==> src/rtl/regfile_sched_pkg.sv <==
`default_nettype none
// ============================================================================
// Module   : regfile_sched_pkg
// Brief    : Shared types and constants for the register-file write scheduler
// Revision : 1.0 - initial release
// ============================================================================
package regfile_sched_pkg;

    typedef enum logic [0:0] {
        ST_RUN   = 1'b0,
        ST_CLEAR = 1'b1
    } sched_state_t;

    localparam int NREG = 32;
    localparam int AW   = 5;
    localparam int DW   = 32;
    localparam logic [AW-1:0] REG_ZERO = 5'd0;

    typedef struct packed {
        logic [AW-1:0] addr;
        logic [DW-1:0] data;
    } io_entry_t;

endpackage
`default_nettype wire

==> src/rtl/rf_wq_fifo.sv <==
`default_nettype none
// ============================================================================
// Module   : rf_wq_fifo
// Brief    : Synchronous FIFO holding pending IO register writes, with flush
// Revision : 1.0 - initial release
// ============================================================================
module rf_wq_fifo
    import regfile_sched_pkg::*;
#(
    parameter int QDEPTH = 4
) (
    input  logic      clk,
    input  logic      rst,
    input  logic      flush,
    input  logic      push,
    input  io_entry_t push_data,
    input  logic      pop,
    output io_entry_t head,
    output logic      full,
    output logic      empty
);

    localparam int PW = $clog2(QDEPTH);

    // Pointers carry one extra wrap bit to tell full from empty.
    logic [PW:0] r_wptr;
    logic [PW:0] r_rptr;
    io_entry_t   r_mem [QDEPTH];

    assign empty = (r_wptr == r_rptr);
    assign full  = (r_wptr[PW] != r_rptr[PW]) && (r_wptr[PW-1:0] == r_rptr[PW-1:0]);
    assign head  = r_mem[r_rptr[PW-1:0]];

    always_ff @(posedge clk) begin
        if (rst || flush) begin
            r_wptr <= '0;
            r_rptr <= '0;
        end else begin
            if (push && !full)
                r_wptr <= r_wptr + 1'b1;
            if (pop && !empty)
                r_rptr <= r_rptr + 1'b1;
        end
    end

    always_ff @(posedge clk) begin
        if (push && !full)
            r_mem[r_wptr[PW-1:0]] <= push_data;
    end

endmodule
`default_nettype wire

==> src/rtl/regfile_wr_sched.sv <==
`default_nettype none
// ============================================================================
// Module   : regfile_wr_sched
// Brief    : Arbitrates the register-file write port among CPU, IO queue and
//            the r1..r31 clear sequencer
// Revision : 1.0 - initial release
// ============================================================================
module regfile_wr_sched
    import regfile_sched_pkg::*;
#(
    parameter int QDEPTH   = 4,
    parameter int MAX_WAIT = 3
) (
    input  logic          clk,
    input  logic          rst,
    input  logic          cpu_we,
    input  logic [AW-1:0] cpu_waddr,
    input  logic [DW-1:0] cpu_wdata,
    output logic          cpu_stall,
    input  logic          io_valid,
    input  logic [AW-1:0] io_addr,
    input  logic [DW-1:0] io_data,
    output logic          io_ready,
    input  logic          io_en,
    input  logic          clr_req,
    output logic          clr_busy,
    output logic          clr_done,
    output logic          rf_we,
    output logic [AW-1:0] rf_waddr,
    output logic [DW-1:0] rf_wdata
);

    localparam int WW = $clog2(MAX_WAIT + 1);

    sched_state_t  r_state;
    logic [WW-1:0] r_wait_cnt;
    logic [AW-1:0] r_idx;

    io_entry_t w_head;
    logic      w_full;
    logic      w_empty;
    logic      w_run;
    logic      w_forced;
    logic      w_cpu_ok;
    logic      w_cpu_grant;
    logic      w_io_grant;
    logic      w_push;
    logic      w_flush;

    assign w_run       = (r_state == ST_RUN);
    assign w_forced    = w_run && !w_empty && io_en && (r_wait_cnt == WW'(MAX_WAIT));
    assign w_cpu_ok    = cpu_we && (cpu_waddr != REG_ZERO);
    assign w_cpu_grant = w_run && !w_forced && w_cpu_ok;
    assign w_io_grant  = w_forced || (w_run && !w_cpu_ok && !w_empty && io_en);

    assign cpu_stall = w_run ? (cpu_we && w_forced) : cpu_we;
    assign io_ready  = !w_full && !clr_busy;
    // Writes to r0 are accepted from the producer but never stored.
    assign w_push    = io_valid && io_ready && (io_addr != REG_ZERO);
    assign w_flush   = w_run && clr_req;

    rf_wq_fifo #(
        .QDEPTH (QDEPTH)
    ) u_wq (
        .clk       (clk),
        .rst       (rst),
        .flush     (w_flush),
        .push      (w_push),
        .push_data ('{addr: io_addr, data: io_data}),
        .pop       (w_io_grant),
        .head      (w_head),
        .full      (w_full),
        .empty     (w_empty)
    );

    always_ff @(posedge clk) begin
        if (rst) begin
            r_state    <= ST_RUN;
            r_wait_cnt <= '0;
            r_idx      <= '0;
            rf_we      <= 1'b0;
            rf_waddr   <= '0;
            rf_wdata   <= '0;
            clr_busy   <= 1'b0;
            clr_done   <= 1'b0;
        end else begin
            case (r_state)
                ST_RUN: begin
                    rf_we    <= w_cpu_grant || w_io_grant;
                    rf_waddr <= w_io_grant ? w_head.addr : (w_cpu_grant ? cpu_waddr : REG_ZERO);
                    rf_wdata <= w_io_grant ? w_head.data : (w_cpu_grant ? cpu_wdata : '0);
                    clr_done <= 1'b0;
                    if (clr_req) begin
                        r_state    <= ST_CLEAR;
                        r_idx      <= AW'(1);
                        r_wait_cnt <= '0;
                        clr_busy   <= 1'b1;
                    end else if (w_io_grant || w_empty) begin
                        r_wait_cnt <= '0;
                    end else if (io_en && (r_wait_cnt != WW'(MAX_WAIT))) begin
                        r_wait_cnt <= r_wait_cnt + WW'(1);
                    end
                end
                ST_CLEAR: begin
                    rf_we    <= 1'b1;
                    rf_waddr <= r_idx;
                    rf_wdata <= '0;
                    clr_done <= (r_idx == AW'(NREG - 1));
                    r_idx    <= r_idx + AW'(1);
                    if (r_idx == AW'(NREG - 1)) begin
                        r_state  <= ST_RUN;
                        clr_busy <= 1'b0;
                    end
                end
                default: r_state <= ST_RUN;
            endcase
        end
    end

endmodule
`default_nettype wire
==> config.mk <==
export PLATFORM = sky130hd
export DESIGN_NAME = regfile_wr_sched
export DESIGN_NICKNAME = d
export VERILOG_FILES = /design/src/rtl/regfile_sched_pkg.sv /design/src/rtl/rf_wq_fifo.sv /design/src/rtl/regfile_wr_sched.sv
export SDC_FILE = /design/constraint.sdc
export NUM_CORES = 1
export LEC_CHECK = 0
export CAP_MARGIN = 30
export CORE_UTILIZATION = 53
export DETAILED_ROUTE_END_ITERATION = 16
export PLACE_DENSITY = 0.86
export RECOVER_POWER = 50
export SKIP_LAST_GASP = 1
export SLEW_MARGIN = 20
export SYNTH_ARGS = -nofsm -noshare
export SYNTH_HDL_FRONTEND = slang
export SYNTH_SLANG_ARGS = --single-unit
==> constraint.sdc <==
create_clock -name clk -period 6.8 [get_ports clk]
set_input_delay 1.02 -clock clk [delete_from_list [all_inputs] [get_ports clk]]
set_output_delay 1.02 -clock clk [all_outputs]
set_load 0.01 [all_outputs]
Yosys cells after proc, flatten, opt, wreduce, memory -nomap -nowiden
Memories as Yosys holds them, arrays and structs flattened. A register that Yosys moved wholly into a read port is not among the register bits.
Cells that the tools add are included.
{"block": "totals", "out_inout_bits": 42, "ramBits": 148, "regBits": 54, "memories": 1, "word_cells": 80, "in_bits": 80}
{"block": "classes", "n_mux": 24, "addsub": 4, "eq_ne": 8, "reduce_logical": 32, "bitwise": 1}
{"name": "u_wq.r_mem", "depth": 4, "word_bits": 37, "read_ports": 1, "rd_clocked_by_memory_dff": 1, "wr": 1, "line": "rf_wq_fifo.sv:28", "source": "io_entry_t r_mem [QDEPTH];"}
{"op": "2-to-1 mux 32 bit", "count": 2}
{"op": "one-hot mux 32 bit (2 select lines)", "count": 1}
{"op": "one-hot mux 5 bit (2 select lines)", "count": 2}
{"op": "logical AND 1 bit", "count": 18}
{"op": "2-to-1 mux 5 bit", "count": 3}
{"op": "2-to-1 mux 2 bit", "count": 5}
{"op": "nonzero test 5 bit", "count": 2}
{"op": "one-hot mux 1 bit (2 select lines)", "count": 4}
{"op": "2-to-1 mux 1 bit", "count": 7}
{"op": "adder 3 x 1 -> 3 bit, second input constant", "count": 2}
{"op": "adder 5 x 1 -> 5 bit, second input constant", "count": 1}
{"op": "equality test 5 bit, second input constant", "count": 1}
{"op": "logical NOT 1 bit", "count": 5}
{"op": "logical OR 1 bit", "count": 4}
{"op": "inequality test 2 bit, second input constant", "count": 2}
{"op": "AND reduction 2 bit", "count": 2}
{"op": "equality test 3 bit", "count": 1}
{"op": "nonzero test 3 bit", "count": 1}
{"op": "adder 2 x 1 -> 2 bit, second input constant", "count": 1}
{"op": "equality test 2 bit", "count": 1}
{"op": "equality test 2 bit, second input constant", "count": 1}
{"op": "inequality test 2 x 1 -> 1 bit, second input constant", "count": 1}
{"op": "inequality test 1 bit", "count": 1}
{"op": "NOT 1 bit", "count": 1}

Logic depth before layout (Yosys ltp)
{"block": "logic_depth", "ltp_word": 11, "mapped_depth": 7, "ltp_nobuf": 6}

Hierarchy
From an unflattened synthesis, not the netlist that was laid out.
{"block": "hier_totals", "cells_unflattened": 425, "area_unflattened_um2": 7689.9}
{"module": "rf_wq_fifo", "seq_area_each_um2": 4604.4, "n_inst": 1, "cells_each": 261, "area_each_um2": 5898.2}
{"module": "regfile_wr_sched", "seq_area_each_um2": 960.9, "n_inst": 1, "cells_each": 164, "area_each_um2": 1791.7}

Worst setup path before layout
OpenSTA, ideal clock, no wires.
{"block": "synth_path", "kind": "input -> register", "from": "input port io_addr[0]", "to": "memory u_wq.r_mem[3][0] (netlist bit), enable pin", "stages": 3, "n_path_buf": 0, "arrival_time_ns": 3.812, "slack_ns": 2.508, "setup_ns": 0.480, "required_time_ns": 6.320, "path_cell_list": "or4_1 -> o21ai_0 -> nor3_1"}
{"block": "synth_between", "elab_chain_len": 5}
{"element": "start: declaration", "line": "regfile_wr_sched.sv:21", "source": "input logic [AW-1:0] io_addr,"}
{"element": "nonzero test 5 bit", "line": "regfile_wr_sched.sv:59", "source": "assign w_push = io_valid && io_ready && (io_addr != REG_ZERO);"}
{"element": "logical AND 1 bit", "line": "regfile_wr_sched.sv:59"}
{"element": "logical AND 1 bit", "line": "rf_wq_fifo.sv:47", "source": "if (push && !full)"}
{"element": "2-to-1 mux 1 bit", "line": "rf_wq_fifo.sv:47"}
{"element": "2-to-1 mux 1 bit (implied by the code)", "line": "rf_wq_fifo.sv:48", "source": "r_mem[r_wptr[PW-1:0]] <= push_data;"}
{"element": "end: declaration", "line": "rf_wq_fifo.sv:28"}
No other way between the ends.

Final worst setup path
{"block": "layout_path", "from": "input port io_en", "to": "output port cpu_stall"}
{"block": "layout_between", "elab_chain_len": 4}
{"element": "start: declaration", "line": "regfile_wr_sched.sv:24", "source": "input logic io_en,"}
{"element": "logical AND 1 bit (2 in series)", "line": "regfile_wr_sched.sv:51", "source": "assign w_forced = w_run && !w_empty && io_en && (r_wait_cnt == WW'(MAX_WAIT));"}
{"element": "logical AND 1 bit", "line": "regfile_wr_sched.sv:56", "source": "assign cpu_stall = w_run ? (cpu_we && w_forced) : cpu_we;"}
{"element": "2-to-1 mux 1 bit", "line": "regfile_wr_sched.sv:56"}
{"element": "end: declaration", "line": "regfile_wr_sched.sv:19", "source": "output logic cpu_stall,"}
No other way between the ends.

==> results.sh <==
export IMPL_critPathRequiredTime_ns=5.78
export IMPL_die_area_um2=15520
export IMPL_grt_pass1_vias=4724
export IMPL_num_rows=44
export IMPL_grt_pass1_wl_um=25600
export IMPL_start_util_pct=54.60
export IMPL_worst_slew_pin_slew_ns=1.067
export IMPL_die_x_um=124.6
export IMPL_fill_cells=873
export IMPL_synth_area_um2=7965
export IMPL_ioPinCount=122
export IMPL_end_kind="primary output"
export IMPL_ys_async_sr_fraction_pct=0
export IMPL_clock_latency_ns=0.49
export IMPL_fin_crit_sh_pct=53.53
export IMPL_gp_congestion=0.8390
export IMPL_dr_pass1_iters=4
export IMPL_ff2ff_path_depth=5
export IMPL_status="complete, no violations"
export IMPL_hpwlAfterDp_um=10380
export IMPL_cts_path_max_buffers=3
export IMPL_p_per_area_nw_per_um2=274.8
export IMPL_cts_setup_buffers=0
export IMPL_rr_startpoint="u_wq.r_wptr[0]"
export IMPL_p_seq_share_pct=49.8
export IMPL_drive_above_1_share_pct=21.28
export IMPL_ys_top_cells_by_area="edfxtp_1 (56%), dfxtp_1 (14%), mux4_2 (10%)"
export IMPL_final_cells=777
export IMPL_ctsHoldBuffers=0
export IMPL_portBuffers=121
export IMPL_first_iter_violations=397
export IMPL_cp_max_fo=6
export IMPL_synth_area_per_cell_um2=17.90
export IMPL_hold_viol=0
export IMPL_fin_tns_setup_ns=0
export IMPL_tritoncts="built"
export IMPL_areaGrowthSynthToFinish_pct=27.52
export IMPL_grt_overflow=0
export IMPL_vias=4414
export IMPL_internal_power_mw=2.218
export IMPL_skew_ns=0.01119
export IMPL_synthesis_nets=533
export IMPL_swShare_pct=20.53
export IMPL_max_cap_viol_count=0
export IMPL_wl_per_cell_um=20.92
export IMPL_synth_edf_count=148
export IMPL_vias_per_cell=5.681
export IMPL_cts_sinks=204
export IMPL_p_switching_mw=0.5731
export IMPL_grtUsageMet3_pct=4.253
export IMPL_min_to="r_wait_cnt[1]"
export IMPL_synth_cell_types=45
export IMPL_cts_resized=0
export IMPL_setup_viol=0
export IMPL_grt_max_degree=38
export IMPL_grt_use_total_pct=21.39
export IMPL_cts_buffers=21
export IMPL_cp_arrival_ns=2.62
export IMPL_final_util_pct=69.62
export IMPL_power_clock_fraction_pct=43.4
export IMPL_r2r_slack_ns=4.23
export IMPL_final_nets=665
export IMPL_synthCells=445
export IMPL_power_leakage_nw=3.592
export IMPL_fp_dieH_um=124.6
export IMPL_maxSlewHeadroom_pct=28.23
export IMPL_dp_cells=736
export IMPL_reg2reg_to="u_wq.r_mem[3][32]"
export IMPL_drtAntennaViolNets=0
export IMPL_min_path_cells=2
export IMPL_grt_use_met2_pct=37.34
export IMPL_min_from="r_wait_cnt[1]"
export IMPL_met1_usage_pct=26.75
export IMPL_synth_top_area_share_pct=55.80
export IMPL_totalWireLength_um=16250
export IMPL_grt_busiest_layer="met2"
export IMPL_synthFlopType="edfxtp_1"
export IMPL_period_needed_ns=3.640
export IMPL_combPwrFrac_pct=6.9
export IMPL_critPathKind="input port to primary output"
export IMPL_cts_root_buf="clkbuf_16"
export IMPL_seq_area_frac_synth_pct=69.87
export IMPL_yosysTopAreaCell="edfxtp_1"
export IMPL_critPathLaunchType="input port"
export IMPL_ir_drop_uv=183.8
export IMPL_grt_setup_unrepaired="false"
export IMPL_cts_htree_levels=1
export IMPL_drc=0
export IMPL_yosys_warnings=0
export IMPL_fmax_mhz=274.7
export IMPL_ys_ff_latch=204
export IMPL_antenna_found_initial=1
export IMPL_core_area_um2=14590
export IMPL_worstHoldPathType="flip-flop to flip-flop"
export IMPL_clkTransAtPathRegs_ns=0.06
export IMPL_finalMaxSlewViolations=0
[layout by cell type, fill, tap and decap left out, types with 3 or more instances in the layout]
cell,n
edfxtp_1,148
clkdlybuf4s50_1,45
mux2i_1,3
nand2_1,8
bufinv_16,4
dfxtp_1,54
clkbuf_16,21
clkinv_2,3
nor2_1,9
buf_16,4
nand3_1,9
xor2_1,3
inv_1,44
clkinvlp_4,4
mux4_2,37
a31oi_1,5
a21oi_1,6
and2_2,3
o31ai_1,3
a221oi_1,5
dlygate4sd3_1,76
buf_4,3
o2bb2ai_2,31
a21boi_0,4
ha_1,8
xnor2_1,5
nor3_1,6
o21ai_0,4
[routing by layer]
| metal | vias up | share of wire (%) | wire length (µm) |
|---|---|---|---|
| met1 | 2199 | 39 | 6390 |
| met4 | 0 | 2.1 | 347 |
| met2 | 173 | 52 | 8475 |
| met3 | 32 | 6.4 | 1039 |
| li1 | 2010 | - | - |
| met5 | - | 0 | 0 |
[worst max-delay path, stage by stage]
cell and delay, ns:
clkdlybuf4s50_1 0.58, o311ai_2 0.21, a21boi_0 0.24, clkdlybuf4s50_1 0.57
[how the worst max path moves through the flow]
stage | from | endpoint | depth (start not counted)
2_1_floorplan | io_addr[0] | u_wq.r_mem[3][0] | 3
3_3_place_gp | io_addr[0] | u_wq.r_mem[3][15] | 5
3_5_place_dp | io_en | cpu_stall | 4
4_1_cts | io_en | cpu_stall | 4
5_1_grt | io_en | cpu_stall | 4
6_report | io_en | cpu_stall | 4
[Yosys cell counts, types with 4 or more instances]
master,number
edfxtp_1,148
dfxtp_1,56
inv_1,44
mux4_2,37
o2bb2ai_2,31
nand3_1,9
nor2_1,9
clkbuf_1,8
ha_1,8
nand2_1,8
nor3_1,7
a21oi_1,6
a221oi_1,5
a31oi_1,5
xnor2_1,5
a21boi_0,4
buf_2,4
buf_6,4
o21ai_0,4
[logic make-up after synthesis]
kind of cell / synth area share (%)
AO/OA/AOI/OAI: 9.677
XOR/XNOR: 0.8797
adder cells (fa/ha/maj): 1.257
buffers and inverters: 4.163
flip-flops: 69.87
multiplexers: 10.84
AND/OR/NAND/NOR: 3.314
[power groups by stage]
stage | registers, mW | clock network (mW) | logic [mW]
5_1_grt | 1.39 | 1.28 | 0.205
3_3_place_gp | 1.41 | 0 | 0.184
2_1_floorplan | 1.42 | 0 | 0.0849
6_report | 1.39 | 1.21 | 0.191
4_1_cts | 1.39 | 1.23 | 0.202
3_5_place_dp | 1.42 | 0 | 0.200
[layout make-up]
| cell class | count | area, µm² | share of cell area [%] |
|---|---|---|---|
| Multi-Input combinational cell | 176 | 2064 | 20.33 |
| Antenna cell | 1 | 2.502 | 0.02464 |
| Sequential cell | 204 | 5568 | 54.82 |
| Timing Repair Buffer | 130 | 1384 | 13.62 |
| Inverter | 44 | 165.2 | 1.626 |
| Clock inverter | 14 | 186.4 | 1.835 |
| Tap cell | 184 | 230.2 | 2.267 |
| Clock buffer | 24 | 556.8 | 5.482 |
[through the flow]
step	setup slack, ns	power [mW]	hold WS [ns]	cell area (µm²)
global route	3.018	2.874	0.4870	10150
global placement	3.169	1.598	0.4589	9269
floorplan	2.508	1.502	0.4437	7965
CTS	3.174	2.818	0.4721	10130
detailed placement	3.184	1.617	0.4573	9387
finish	3.160	2.791	0.4736	10160
[sequential cells by signal (all words and copies together), names as in the netlist, named ones only]
register     flops
u_wq.r_mem     148
rf_wdata        32
r_idx            5
rf_waddr         5
u_wq.r_rptr      3
u_wq.r_wptr      3
r_wait_cnt       2
clr_busy         1
clr_done         1
r_state          1
rf_we            1
No activity file was read; power rests on OpenSTA's default activity.
